## src/rtl/zynq_aes_top.sv

```systemverilog
// zynq_aes_top: AXI4-Stream request parser with ECB/CBC chaining in front of an
// external iterative AES round engine; each result block streams back as 4 words.
module zynq_aes_top #(
  parameter int DATA_W = 32
) (
  input  logic              aclk,
  input  logic              areset,
  input  logic [DATA_W-1:0] s00_axis_tdata,
  input  logic              s00_axis_tvalid,
  output logic              s00_axis_tready,
  input  logic              s00_axis_tlast,
  output logic [DATA_W-1:0] m00_axis_tdata,
  output logic              m00_axis_tvalid,
  input  logic              m00_axis_tready,
  output logic              m00_axis_tlast,
  output logic              eng_start,
  output logic              eng_decrypt,
  output logic [127:0]      eng_key,
  output logic [127:0]      eng_din,
  input  logic              eng_done,
  input  logic [127:0]      eng_dout
);
  typedef enum logic [2:0] {IDLE, KEY, IV, DATA_IN, ENGINE, DATA_OUT} state_t;

  state_t       state;
  logic [1:0]   word_cnt;
  logic         cbc;
  logic         iv_flag;
  logic         last_blk;
  logic [95:0]  stage;
  logic [127:0] blk;
  logic [127:0] chain;
  logic [127:0] result;
  logic [127:0] full_blk;
  logic [127:0] eng_res;
  logic         s_hs;
  logic         m_hs;
  logic         word3;

  // Stream words are little-endian while block byte 0 is the MSB, so each word is byte-swapped.
  function automatic logic [31:0] bswap(input logic [31:0] w);
    return {w[7:0], w[15:8], w[23:16], w[31:24]};
  endfunction

  assign s_hs     = s00_axis_tvalid & s00_axis_tready;
  assign m_hs     = m00_axis_tvalid & m00_axis_tready;
  assign word3    = (word_cnt == 2'd3);
  assign full_blk = {stage, bswap(s00_axis_tdata)};
  assign eng_res  = (cbc && eng_decrypt) ? (eng_dout ^ chain) : eng_dout;

  always_ff @(posedge aclk or posedge areset) begin
    if (areset) begin
      state           <= IDLE;
      word_cnt        <= 2'd0;
      cbc             <= 1'b0;
      iv_flag         <= 1'b0;
      last_blk        <= 1'b0;
      stage           <= '0;
      blk             <= '0;
      chain           <= '0;
      result          <= '0;
      s00_axis_tready <= 1'b0;
      m00_axis_tdata  <= '0;
      m00_axis_tvalid <= 1'b0;
      m00_axis_tlast  <= 1'b0;
      eng_start       <= 1'b0;
      eng_decrypt     <= 1'b0;
      eng_key         <= '0;
      eng_din         <= '0;
    end else begin
      eng_start <= 1'b0;
      case (state)
        IDLE: begin
          s00_axis_tready <= 1'b1;
          if (s_hs) begin
            eng_decrypt <= ~s00_axis_tdata[0];
            cbc         <= s00_axis_tdata[2];
            iv_flag     <= s00_axis_tdata[3];
            word_cnt    <= 2'd0;
            if (s00_axis_tlast)         state <= IDLE;
            else if (s00_axis_tdata[1]) state <= KEY;
            else if (s00_axis_tdata[3]) state <= IV;
            else                        state <= DATA_IN;
          end
        end
        KEY: begin
          if (s_hs) begin
            stage    <= full_blk[95:0];
            word_cnt <= word_cnt + 2'd1;
            if (word3) begin
              eng_key <= full_blk;
              if (s00_axis_tlast) state <= IDLE;
              else if (iv_flag)   state <= IV;
              else                state <= DATA_IN;
            end else if (s00_axis_tlast) begin
              state <= IDLE;
            end
          end
        end
        IV: begin
          if (s_hs) begin
            stage    <= full_blk[95:0];
            word_cnt <= word_cnt + 2'd1;
            if (word3) begin
              chain <= full_blk;
              state <= s00_axis_tlast ? IDLE : DATA_IN;
            end else if (s00_axis_tlast) begin
              state <= IDLE;
            end
          end
        end
        DATA_IN: begin
          if (s_hs) begin
            stage    <= full_blk[95:0];
            word_cnt <= word_cnt + 2'd1;
            if (word3) begin
              blk             <= full_blk;
              eng_din         <= (cbc && !eng_decrypt) ? (full_blk ^ chain) : full_blk;
              eng_start       <= 1'b1;
              last_blk        <= s00_axis_tlast;
              s00_axis_tready <= 1'b0;
              state           <= ENGINE;
            end else if (s00_axis_tlast) begin
              state <= IDLE;
            end
          end
        end
        ENGINE: begin
          if (eng_done) begin
            // The chain always tracks the ciphertext side of the block just processed.
            chain           <= eng_decrypt ? blk : eng_dout;
            result          <= eng_res;
            m00_axis_tdata  <= bswap(eng_res[127:96]);
            m00_axis_tvalid <= 1'b1;
            m00_axis_tlast  <= 1'b0;
            word_cnt        <= 2'd0;
            state           <= DATA_OUT;
          end
        end
        DATA_OUT: begin
          if (m_hs) begin
            word_cnt <= word_cnt + 2'd1;
            if (word3) begin
              m00_axis_tvalid <= 1'b0;
              m00_axis_tlast  <= 1'b0;
              s00_axis_tready <= 1'b1;
              state           <= last_blk ? IDLE : DATA_IN;
            end else begin
              result         <= {result[95:0], 32'h0};
              m00_axis_tdata <= bswap(result[95:64]);
              m00_axis_tlast <= last_blk && (word_cnt == 2'd2);
            end
          end
        end
        default: state <= IDLE;
      endcase
    end
  end
endmodule

```

## config.mk

```make
export PLATFORM = sky130hd
export DESIGN_NAME = zynq_aes_top
export DESIGN_NICKNAME = d
export VERILOG_FILES = /design/src/rtl/zynq_aes_top.sv
export SDC_FILE = /design/constraint.sdc
export NUM_CORES = 2
export LEC_CHECK = 0
export ABC_AREA = 1
export CORE_MARGIN = 5
export CORE_UTILIZATION = 44
export CTS_CLUSTER_DIAMETER = 150
export CTS_CLUSTER_SIZE = 28
export DETAILED_ROUTE_END_ITERATION = 10
export PLACE_DENSITY = 0.75
export SKIP_LAST_GASP = 1
export SYNTH_ARGS = -nofsm -noshare
export SYNTH_HDL_FRONTEND = slang
export SYNTH_SLANG_ARGS = --single-unit
```

## constraint.sdc

```tcl
create_clock -name aclk -period 34.7 [get_ports aclk]
set_input_delay 10.41 -clock aclk [delete_from_list [all_inputs] [get_ports aclk]]
set_output_delay 10.41 -clock aclk [all_outputs]
set_load 0.1 [all_outputs]
```

Word level (Yosys, flattened, before mapping) --
Index checks and enable logic that the tools add are counted.
Operators by class: add/subtract/negate cells 1, eq/ne operators 18, mux-type cells 54, bitwise gates (word level) 5, reduce and logical (&&, ||, !) cells 21
Operators with widths (count):
- 128-bit two-way mux | 6
- 96-bit two-way mux | 3
- 128-bit case mux with 2 select lines | 1
- 128-bit XOR | 2
- 96-bit case mux with 2 select lines | 1
- 32-bit two-way mux | 3
- 32-bit case mux with 2 select lines | 1
- 3-bit two-way mux | 11
- 2-bit inequality test, second input constant | 10
- 2-bit two-way mux | 9
- 3-bit case mux with 6 select lines | 1
- 1-bit two-way mux | 14
- 4-bit AND reduction | 3
- 5-bit AND reduction | 2
- 3-bit AND reduction | 3
- 2-bit case mux with 4 select lines | 1
- 7-bit AND reduction | 1
- 3-bit by 2-bit == test with 1-bit output, second input constant | 2
- 3-bit == test, second input constant | 2
- 2-bit == test, second input constant | 2
- 1-bit case mux with 2 select lines | 2
- 2-bit AND reduction | 2
- 2-bit nonzero test | 2
- 4-bit nonzero test | 1
- other kinds (11) | 14
Storage, ports and cells: register bits 749, bits of input ports 166, output and inout port bits 293

Depth between registers and ports, before layout --
depth in word-level cells 5, depth in mapped cells 12, mapped depth without buffers 10

Worst setup path before layout --
Ideal clock, no wire load.
path type input to register, start input s00_axis_tvalid, end register eng_din[10], data arrival time 11400 ps, setup slack 23167 ps, stages 8, cell sequence nand2_1 -> nor2_1 -> nand2_1 -> buf_4 -> buf_2 -> buf_2 -> nand2_1 -> o21ai_0
On the way: longest elaborated chain between the ends 2
Ends and longest elaborated chain:
- start: declaration | RTL line 9 | input logic s00_axis_tvalid,
- 1-bit AND | RTL line 45 | assign s_hs = s00_axis_tvalid & s00_axis_tready;
- 3-bit AND reduction (no source line)
- end signal: assignment | RTL line 118 | eng_din <= (cbc && !eng_decrypt) ? (full_blk ^ chain) : full_blk;
- end: declaration | RTL line 19 | output logic [127:0] eng_din,
No other way between the ends. A chain may end at the register's enable or synchronous reset.

Worst setup path in the final report --
start input s00_axis_tvalid, end register eng_din[99]
Same word-level chain as after synthesis.

==> out/qor.csv <==
stage,metric,value,unit
timing,worst setup margin,21.57,ns
global_routing,first-pass GRT wire length,179,mm
power_and_ir_drop,Sequential Power Share,43.2,%
power_and_ir_drop,LEAKAGE,19.5,nW
run,MaxCap Viol Count,0,
placed_design,GPL Wtd Cong,0.937,
final_layout,multi-input combinational cell area,0.0143,mm^2
global_routing,vias in the first global route,28700,
logic_synthesis,Post-synth EDFFs,0,
critical_path,Critical Path AT,13.64,ns
power_and_ir_drop,P_sw,1.35,mW
global_routing,initial antenna violation count,21,
power_and_ir_drop,Gate power share,41.3,%
placed_design,post-placement cell area,0.0403,mm^2
global_routing,GRT Overall Usage,26.7,%
min_path,Hold Crit Class,reg2reg,
floorplan,Initial Utilization,44.5,%
logic_synthesis,ys async rst share,100,%
floorplan,row count,103,
logic_synthesis,Synth area leaders,"dfrtp_1 (53%), nand2_1 (22%), o21ai_0 (12%), xor2_1 (3.2%), inv_1 (2.9%)",
route,initial DRC count,3740,
logic_synthesis,unique cell type count in the Yosys netlist,23,
logic_synthesis,post-synth net total,4755,
timing,Tmin final,13.13,ns
final_layout,fraction of final layout cells sized beyond drive strength 1,1.66,%
logic_synthesis,Post-Syn Area,0.0353,mm^2
placed_design,DP Wirelength,79.6,mm
final_layout,final cell count without fillers,5893,
logic_synthesis,Mean Syn Cell Area,7.70,um^2
critical_path,Setup CP Type,in2reg,
final_layout,fin nets,4998,
final_layout,Fillers,7449,
route,routed length per placed instance,20.1,um
final_layout,Register Area,0.0187,mm^2
timing,Setup TNS Final,0,ns
final_layout,Synth-to-Final Area Change,16.4,%
clock_network,Worst-path clk slew,0.11,ns
clock_network,Clock Latency Late Sink,0.66,ns
final_layout,final instance area,0.0411,mm^2
placed_design,Inst Count DP,5847,
run_status,status,completed,
timing,period utilization,37.8,%
critical_path,Worst Setup End Kind,register,
logic_synthesis,synthesis warning total,0,
logic_synthesis,predominant post-synthesis flop cell,dfrtp_1,
clock_network,setup bufs post-CTS,0,
power_and_ir_drop,total power,2.85,mW
logic_synthesis,Synth Register Bits,749,
timing,Final Hold Vio Count,0,
clock_network,root buffer cell,clkbuf_16,
logic_synthesis,top-area cell type share of the netlist area,53.1,%
floorplan,total core area,0.0793,mm^2
route,DRC Markers,0,
timing,Slew Limit Fails,0,
placed_design,Setup WS pre-CTS,20.89,ns
clock_network,CTS Hold Bufs,0,
logic_synthesis,post-synthesis sequential area ratio,53.1,%
timing,Max Fclk,76.2,MHz
timing,RSZ-0062 raised after global routing,false,
power_and_ir_drop,Int Power,1.50,mW
floorplan,Die Area,0.0860,mm^2
logic_synthesis,Mapped Cells,4586,
route,WL final,118,mm
clock_network,Num CTS Buffers,30,
power_and_ir_drop,switching share of power,47.3,%
route,vias per cell,5.28,
clock_network,CTS resizes,0,
clock_network,maximum buffer depth of the clock tree,3,
global_routing,largest net degree at the start of global routing,256,
floorplan,DIE HEIGHT,293,um
critical_path,critical path launch point type,input pin,
timing,Final setup viols,0,
clock_network,CTS tree,yes,
route,antenna-violating nets left,0,
power_and_ir_drop,PD cells,69.3,mW/mm^2
floorplan,die boundary width,293,um
final_layout,fin util,51.8,%
clock_network,H-tree depth,1,
placed_design,input/output buffers,458,
global_routing,aggregate global routing overflow,0,
timing,Rel. slew slack,19.4,%
clock_network,Sink Count,749,
floorplan,I/O pin count,459,
power_and_ir_drop,Clk pwr share,15.4,%
critical_path,CP max FO,114,
timing,worst-margin pin slew,1.21,ns
route,DRT Pass-1 Iters,6,
logic_synthesis,Yosys top cell by area,dfrtp_1,
critical_path,Critical Path RT,35.21,ns
power_and_ir_drop,VDD IR max,59.9,uV
timing,worst hold slack,0.491,ns
timing,Clock Skews,0.0313,ns
route,DR vias,31100,
path summary, 6_finish.rpt:
| path | from | end | slack (ns) | cells after the start |
|---|---|---|---|---|
| setup / recovery | s00_axis_tvalid | eng_din[99] | 21.57 | 7 |
| hold / removal | m00_axis_tdata[25] | m00_axis_tdata[25] | 0.49 | 2 |
| setup reg to reg | state[0] | chain[23] | 30.96 | 8 |
| hold reg to reg | m00_axis_tdata[25] | m00_axis_tdata[25] | 0.49 | 2 |
| max in group asynchronous | areset | eng_decrypt | 21.85 | 4 |
| min in group asynchronous | areset | eng_key[65] | 10.37 | 2 |
registers in the layout, indices dropped and copies added (netlist names):
| name | cells |
|---|---|
| blk | 128 |
| chain | 128 |
| eng_din | 128 |
| eng_key | 128 |
| result | 96 |
| stage | 96 |
| m00_axis_tdata | 32 |
| state | 3 |
| word_cnt | 2 |
| cbc | 1 |
| eng_decrypt | 1 |
| eng_start | 1 |
| iv_flag | 1 |
| last_blk | 1 |
| m00_axis_tlast | 1 |
| m00_axis_tvalid | 1 |
| s00_axis_tready | 1 |
Yosys cell counts (4+ instances only):
| cell | instances |
|---|---|
| nand2_1 | 2069 |
| o21ai_0 | 813 |
| dfrtp_1 | 749 |
| inv_1 | 275 |
| buf_2 | 158 |
| xor2_1 | 128 |
| nor2_1 | 114 |
| clkbuf_1 | 98 |
| nand3_1 | 77 |
| o21ai_1 | 65 |
| buf_4 | 12 |
| inv_2 | 7 |
| buf_1 | 4 |
worst max-delay path, stage by stage:
cell	delay (ns)
clkdlybuf4s50_1	0.39
nand2_1	0.19
nor2_1	0.14
nand2_4	0.60
buf_4	0.93
buf_4	0.69
o21ai_0	0.21
kinds of logic after synthesis:
family | synth area share (%)
buffers and inverters | 6.65
DFF | 53.1
xor gates and xnor gates | 3.18
AOI/OAI and AO/OA | 12.5
and+or+nand+nor | 24.5
adders and majority gates | 0.106
area by class of cell:
type | count | area share [%]
timing repair buffer | 485 | 11.8
antenna | 13 | 0.0792
inverter | 283 | 2.65
clock buffer | 32 | 1.90
sequential | 749 | 45.6
multi-input combinational | 3280 | 34.7
clock inverter | 1 | 0.0213
tap | 1050 | 3.20
layout by cell type, fill, tap and decap left out, types with 2 or more instances in the layout:
cell             netlist  final
inv_1                275    274
clkbuf_16              0     31
xor2_1               128    128
nor2_1               114    113
buf_4                 12     24
buf_12                 0      5
nand4_1                3      3
nand3_1               77     76
inv_6                  0      3
clkdlybuf4s50_1        0    456
ha_1                   3      3
nor2_4                 1      3
nand2_1             2069   2066
inv_2                  7      3
nand2_4                0      3
dfrtp_1              749    748
diode_2                0     13
o21ai_1               65     65
nand3_4                0      2
inv_8                  0      2
o21ai_0              813    813
a21oi_1                3      3
power groups by stage:
| stage | Clock, mW | Sequential (mW) | Combinational (mW) |
|---|---|---|---|
| 5_1_grt | 0.480 | 1.26 | 1.26 |
| 4_1_cts | 0.449 | 1.23 | 1.18 |
| 3_5_place_dp | 0 | 1.24 | 1.18 |
| 3_3_place_gp | 0 | 1.24 | 1.16 |
| 6_report | 0.440 | 1.23 | 1.18 |
| 2_1_floorplan | 0 | 1.62 | 0.422 |
per-layer routing:
metal  global-route usage [%]  share of wire (%)
met2                     40.8                 44
met4                     9.51                4.6
met5                        0              0.078
met3                     5.90                9.6
met1                     37.7                 42
(Power assumes the default switching activity.)
